`config.mk`:
```
export PLATFORM = sky130hd
export DESIGN_NAME = funct_generator_dac_reader
export DESIGN_NICKNAME = d
export VERILOG_FILES = /design/src/rtl/funct_generator_pkg.sv /design/src/rtl/funct_generator_sclk_div.sv /design/src/rtl/funct_generator_dac_reader.sv
export SDC_FILE = /design/constraint.sdc
export NUM_CORES = 1
export LEC_CHECK = 0
export CORE_MARGIN = 5
export CORE_UTILIZATION = 48
export CTS_CLUSTER_SIZE = 40
export DETAILED_ROUTE_END_ITERATION = 10
export PLACE_DENSITY = 0.79
export SYNTH_ARGS = -nofsm -noshare
export SYNTH_HDL_FRONTEND = slang
export SYNTH_HIERARCHICAL = 1
export SYNTH_SLANG_ARGS = --single-unit
export TNS_END_PERCENT = 10
```
`constraint.sdc`:
```
create_clock -name clk -period 2.7 [get_ports clk]
set_input_delay 0.81 -clock clk [delete_from_list [all_inputs] [get_ports clk]]
set_output_delay 0.81 -clock clk [all_outputs]
set_load 0.03 [all_outputs]
```
`src/rtl/funct_generator_pkg.sv`:
```
// Shared types and defaults for the function-generator FIFO consumer blocks.
package funct_generator_pkg;

   localparam int DEF_DAC_WIDTH = 16;

   typedef enum logic [2:0] {
      IDLE,
      REQ,
      CAPT,
      SHIFT,
      GAP
   } dac_state_t;

endpackage

```
`src/rtl/funct_generator_sclk_div.sv`:
```
// SCLK divider: half-period counter, SCLK toggle and a strobe for the cycle
// that ends in a falling SCLK edge. tick also paces the inter-frame gap.
module funct_generator_sclk_div #(
   parameter int DIV_WIDTH = 8
) (
   input  logic                 clk,
   input  logic                 rst,
   input  logic                 count_en,
   input  logic                 toggle_en,
   input  logic [DIV_WIDTH-1:0] div,
   output logic                 sclk,
   output logic                 tick,
   output logic                 fall
);

   logic [DIV_WIDTH-1:0] div_cnt;

   assign tick = count_en && (div_cnt == div);
   assign fall = tick && toggle_en && sclk;

   // NOTE: sequential state is updated with non-blocking assignments only,
   // so every flop samples pre-edge values regardless of block ordering.
   always_ff @(posedge clk) begin
      if (rst || !count_en) begin
         div_cnt <= '0;
         sclk    <= 1'b0;
      end else if (tick) begin
         div_cnt <= '0;
         sclk    <= toggle_en ? ~sclk : 1'b0;
      end else begin
         div_cnt <= div_cnt + 1'b1;
      end
   end

endmodule

```
`src/rtl/funct_generator_dac_reader.sv`:
```
// Pops samples from the generator FIFO and shifts the top DAC_WIDTH bits out
// MSB-first on SCLK/SDATA/CS_N. Define DAC_OFFSET_BIN_EN for offset-binary output.
module funct_generator_dac_reader
   import funct_generator_pkg::*;
#(
   parameter int DATA_WIDTH = 32,
   parameter int INT_BITS   = 4,
   parameter int DAC_WIDTH  = DEF_DAC_WIDTH,
   parameter int DIV_WIDTH  = 8
) (
   input  logic                  clk,
   input  logic                  rst,
   input  logic                  en_low_i,
   input  logic [DIV_WIDTH-1:0]  div_i,
   input  logic                  fifo_empty_i,
   input  logic [DATA_WIDTH-1:0] fifo_data_i,
   output logic                  fifo_rd_en_o,
   output logic                  sclk_o,
   output logic                  sdata_o,
   output logic                  cs_n_o,
   output logic                  busy_o,
   output logic                  underrun_o
);

   localparam int CNT_WIDTH = $clog2(DAC_WIDTH + 1);
   localparam logic [CNT_WIDTH-1:0] LAST_BIT = CNT_WIDTH'(DAC_WIDTH - 1);

   dac_state_t           state, state_next;
   logic [DAC_WIDTH-1:0] shift_reg, capt_word;
   logic [DIV_WIDTH-1:0] div_q;
   logic [CNT_WIDTH-1:0] bit_cnt;
   logic                 cs_n_q, underrun_q;
   logic                 sclk, tick, fall;
   logic                 unused_bits;

   // Truncation keeps the integer bits, so INT_BITS and the low fraction bits are unused.
   assign unused_bits = ^{fifo_data_i, (INT_BITS != 0)};

`ifdef DAC_OFFSET_BIN_EN
   assign capt_word = fifo_data_i[DATA_WIDTH-1 -: DAC_WIDTH]
                    ^ (DAC_WIDTH'(1) << (DAC_WIDTH - 1));
`else
   assign capt_word = fifo_data_i[DATA_WIDTH-1 -: DAC_WIDTH];
`endif

   funct_generator_sclk_div #(
      .DIV_WIDTH (DIV_WIDTH)
   ) u_sclk_div (
      .clk       (clk),
      .rst       (rst),
      .count_en  ((state == SHIFT) || (state == GAP)),
      .toggle_en (state == SHIFT),
      .div       (div_q),
      .sclk      (sclk),
      .tick      (tick),
      .fall      (fall)
   );

   // NOTE: state_next gets its default before the case so no path infers a latch.
   always_comb begin
      state_next = state;
      case (state)
         IDLE:    if (!en_low_i && !fifo_empty_i) state_next = REQ;
         REQ:     state_next = CAPT;
         CAPT:    state_next = SHIFT;
         SHIFT:   if (fall && (bit_cnt == LAST_BIT)) state_next = GAP;
         GAP:     if (tick) state_next = IDLE;
         default: state_next = IDLE;
      endcase
   end

   always_ff @(posedge clk) begin
      if (rst) begin
         state      <= IDLE;
         shift_reg  <= '0;
         div_q      <= '0;
         bit_cnt    <= '0;
         cs_n_q     <= 1'b1;
         underrun_q <= 1'b0;
      end else begin
         state      <= state_next;
         cs_n_q     <= (state_next != SHIFT);
         underrun_q <= (state == IDLE) && !en_low_i && fifo_empty_i;
         if (state == CAPT) begin
            shift_reg <= capt_word;
            div_q     <= div_i;
            bit_cnt   <= '0;
         end else if (fall) begin
            // Zeros shift in, so SDATA rests low once the frame is done.
            shift_reg <= shift_reg << 1;
            bit_cnt   <= bit_cnt + 1'b1;
         end
      end
   end

   assign fifo_rd_en_o = (state == REQ);
   assign sclk_o       = sclk;
   assign sdata_o      = shift_reg[DAC_WIDTH-1];
   assign cs_n_o       = cs_n_q;
   assign busy_o       = (state != IDLE);
   assign underrun_o   = underrun_q;

endmodule

```
==> results.toml <==
[finish]
areaGrowthSynthToFinish_pct = 22.2
multi_input_area_sq_um = 1020
drive_gt1_share_pct = 11.4
n_fill_cell = 349
largest_register_ffs = 16
seqCellArea_sq_um = 861
fin_nets = 283
postLayoutCellArea_sq_um = 2400
fin_util_pct = 60.3
diodes = 0

[synthesis]
synth-simple-area-share_pct = 20.2
syn_area_per_cell_sq_um = 9.56
synth-seq-cells = 43
synthAdderAreaFrac_pct = 1.91
synth_warnings = 6
async_flop_share_pct = 0
synthesis.nets = 252
yosys.area.top_type = "dfxtp_1"
synth_xor_area_share_pct = 7.59
ys_seq_area_share_pct = 43.9
synth_compound_area_share_pct = 13.7
yosys-top-cells-area = "dfxtp_1 44%, mux2i_1 8.7%, a211oi_2 6.4%, nor2_1 5.4%, xnor2_1 5.4%"
synth_top_family_by_area = "simple AND/OR/NAND/NOR gates"
synth_edf_count = 0
synth.top_cell.area_share_pct = 43.9
synth.distinct_cells = 37
syn_inst = 205
muxShareOfSynthArea_pct = 8.68
synth_area_sq_um = 1960
synth_top_flop_cell = "dfxtp_1"

[pwr]
p_int_w = 0.000950
p_sw_w = 0.000295
clockPowerShare_pct = 31.9
p_sw_share_pct = 23.7
power_density_nw_per_um2 = 520
combPwrFrac_pct = 13.5
max-vdd-ir-drop_uv = 312
leakage_nw = 0.808
pwr-share-seq_pct = 54.6

[place]
place_area_sq_um = 2310
hpwl_mm = 2.39
port_buffers = 33
gp_congestion = 0.734

[global_routing]
grt-ovfl-total = 0
antenna_found_initial = 0
grt_pass1_vias = 1373
grt_max_degree = 40
grt_pass1_wl_mm = 5.87
grt_usage_pct = 13.7

[clocking]
worstSkewPairLatency_ns = 0.28
cts_tree = "yes"
post_cts_buffers = 0
cts_resized = 0
htree_num_levels = 2
cts_sinks = 43
cts_buffers = 5
cts.path.max_buffers = 2
hold_buffers = 0
cts.clk_slew.worst_paths_ns = 0.08
clockRootBuffer = "clkbuf_8"

[critical_path]
path_class = "flip-flop to output pin"
crit_path_end_kind = "output pin"
crit_required_ns = 1.89
arrival_ns = 1.66
start_kind = "flip-flop"
reg2reg_depth = 8
cp_max_fo = 8

[floorplan]
die_x_um = 73.9
die_y_um = 73.9
core-area_sq_um = 3970
io-pin-count = 50
start_util_pct = 49.4
rows = 23
dieArea_sq_um = 5460

[routing]
wl_per_cell_um = 11.9
via_count = 1456
dr.pass1.iters = 4
final_antenna_net_count = 0
drt_wl_total_mm = 3.40
drt_iter0_drc = 75
drc = 0
viasPerCell = 5.09

[timing]
hold_viol = 0
worstMarginPinSlew_ns = 0.808
setup-violations-final = 0
rsz0062_at_grt = "no"
fmax_ghz = 0.406
slew_viol_final = 0
max_slew_margin_pct = 45.9
clock_skew_ns = 0.00470
fin_setup_tns_ns = 0
period_needed_ns = 2.47
min_period_over_period_pct = 91.3

[worst_hold_path]
min_path_type = "flip-flop to flip-flop"
min_path_cells = 2

[run]
cap_violations = 0

[run_status]
run_status = "finished clean"
[area by class of cell]
type	instances	area share, %
clock buffers	6	3.45
flip-flops and latches	43	35.9
inverters	3	0.470
clock inverters	1	0.209
repair buffers	36	14.7
well taps	50	2.61
multi-input cells	147	42.6
[placed cells by master (no fill, tap or decap), types with 4 or more instances in the layout]
cell type	count
dfxtp_1	43
nor3_1	4
clkbuf_8	6
mux2i_1	17
nand2_1	23
xor2_1	5
a211oi_1	5
a21oi_1	10
nor2_1	28
a211oi_2	10
xnor2_1	12
clkdlybuf4s50_1	33
[path summary, 6_finish.rpt]
check | start | endpoint | slack (ns)
worst max register to register | state[1] | bit_cnt[3] | 0.66
worst min-delay path | div_q[3] | div_q[3] | 0.47
worst min register to register | div_q[3] | div_q[3] | 0.47
worst max-delay path | state[0] | fifo_rd_en_o | 0.23
[synth_stat cells (2+ instances only)]
cell type  count
a2111oi_0      2
nand2_1       23
nor3_1         4
nand4_2        2
xnor2_1       12
nor2_1        28
buf_2          5
nand3_1        2
nor2b_1        3
ha_1           3
dfxtp_1       43
buf_6          2
a211oi_2      10
nand4_1        2
a21oi_1       10
nand3b_1       2
and4_1         2
inv_1          3
a211oi_1       5
clkbuf_1       4
and3_1         2
mux2i_1       17
xor2_1         5
[per-stage QoR]
| step | instances | setup WS, ns | hold WS (ns) | total power (W) |
|---|---|---|---|---|
| 6_report | 286 | 0.235 | 0.475 | 0.00124 |
| 5_1_grt | 286 | 0.0753 | 0.495 | 0.00132 |
| 3_5_place_dp | 279 | 0.541 | 0.462 | 0.000863 |
| 3_3_place_gp | 279 | 0.563 | 0.459 | 0.000861 |
| 2_1_floorplan | 205 | 0.720 | 0.448 | 0.000800 |
| 4_1_cts | 286 | 0.209 | 0.475 | 0.00126 |
[per-layer routing]
| metal | wire length, um | track usage (%) | up-vias | share of wire, % |
|---|---|---|---|---|
| met5 | 0 | 0 | - | 0 |
| met4 | 40 | 5.63 | 0 | 1.2 |
| met3 | 172 | 3.97 | 4 | 5.1 |
| met2 | 1600 | 22.5 | 24 | 47 |
| met1 | 1590 | 16.7 | 655 | 47 |
| li1 | - | - | 773 | - |
[logic make-up after synthesis]
| kind of cell | count (synthesis) |
|---|---|
| flops | 43 |
| simple gates | 79 |
| compound gates | 31 |
| buf+inv | 15 |
| fa+ha+maj | 3 |
| xor+xnor | 17 |
| mux | 17 |
[worst max-delay path, stage by stage (launching register included)]
cell and delay (ns):
dfxtp_1 0.45, nor3b_1 0.22, clkdlybuf4s50_1 0.70
[power by group through the flow]
stage	sequential (W)	clock, W	combinational, W
after floorplan	0.000696	0	0.000104
after global placement	0.000694	0	0.000167
after detailed placement	0.000695	0	0.000169
after CTS	0.000680	0.000415	0.000170
after global routing	0.000684	0.000446	0.000185
final	0.000680	0.000397	0.000168
No activity file was read; power rests on OpenSTA's default activity.
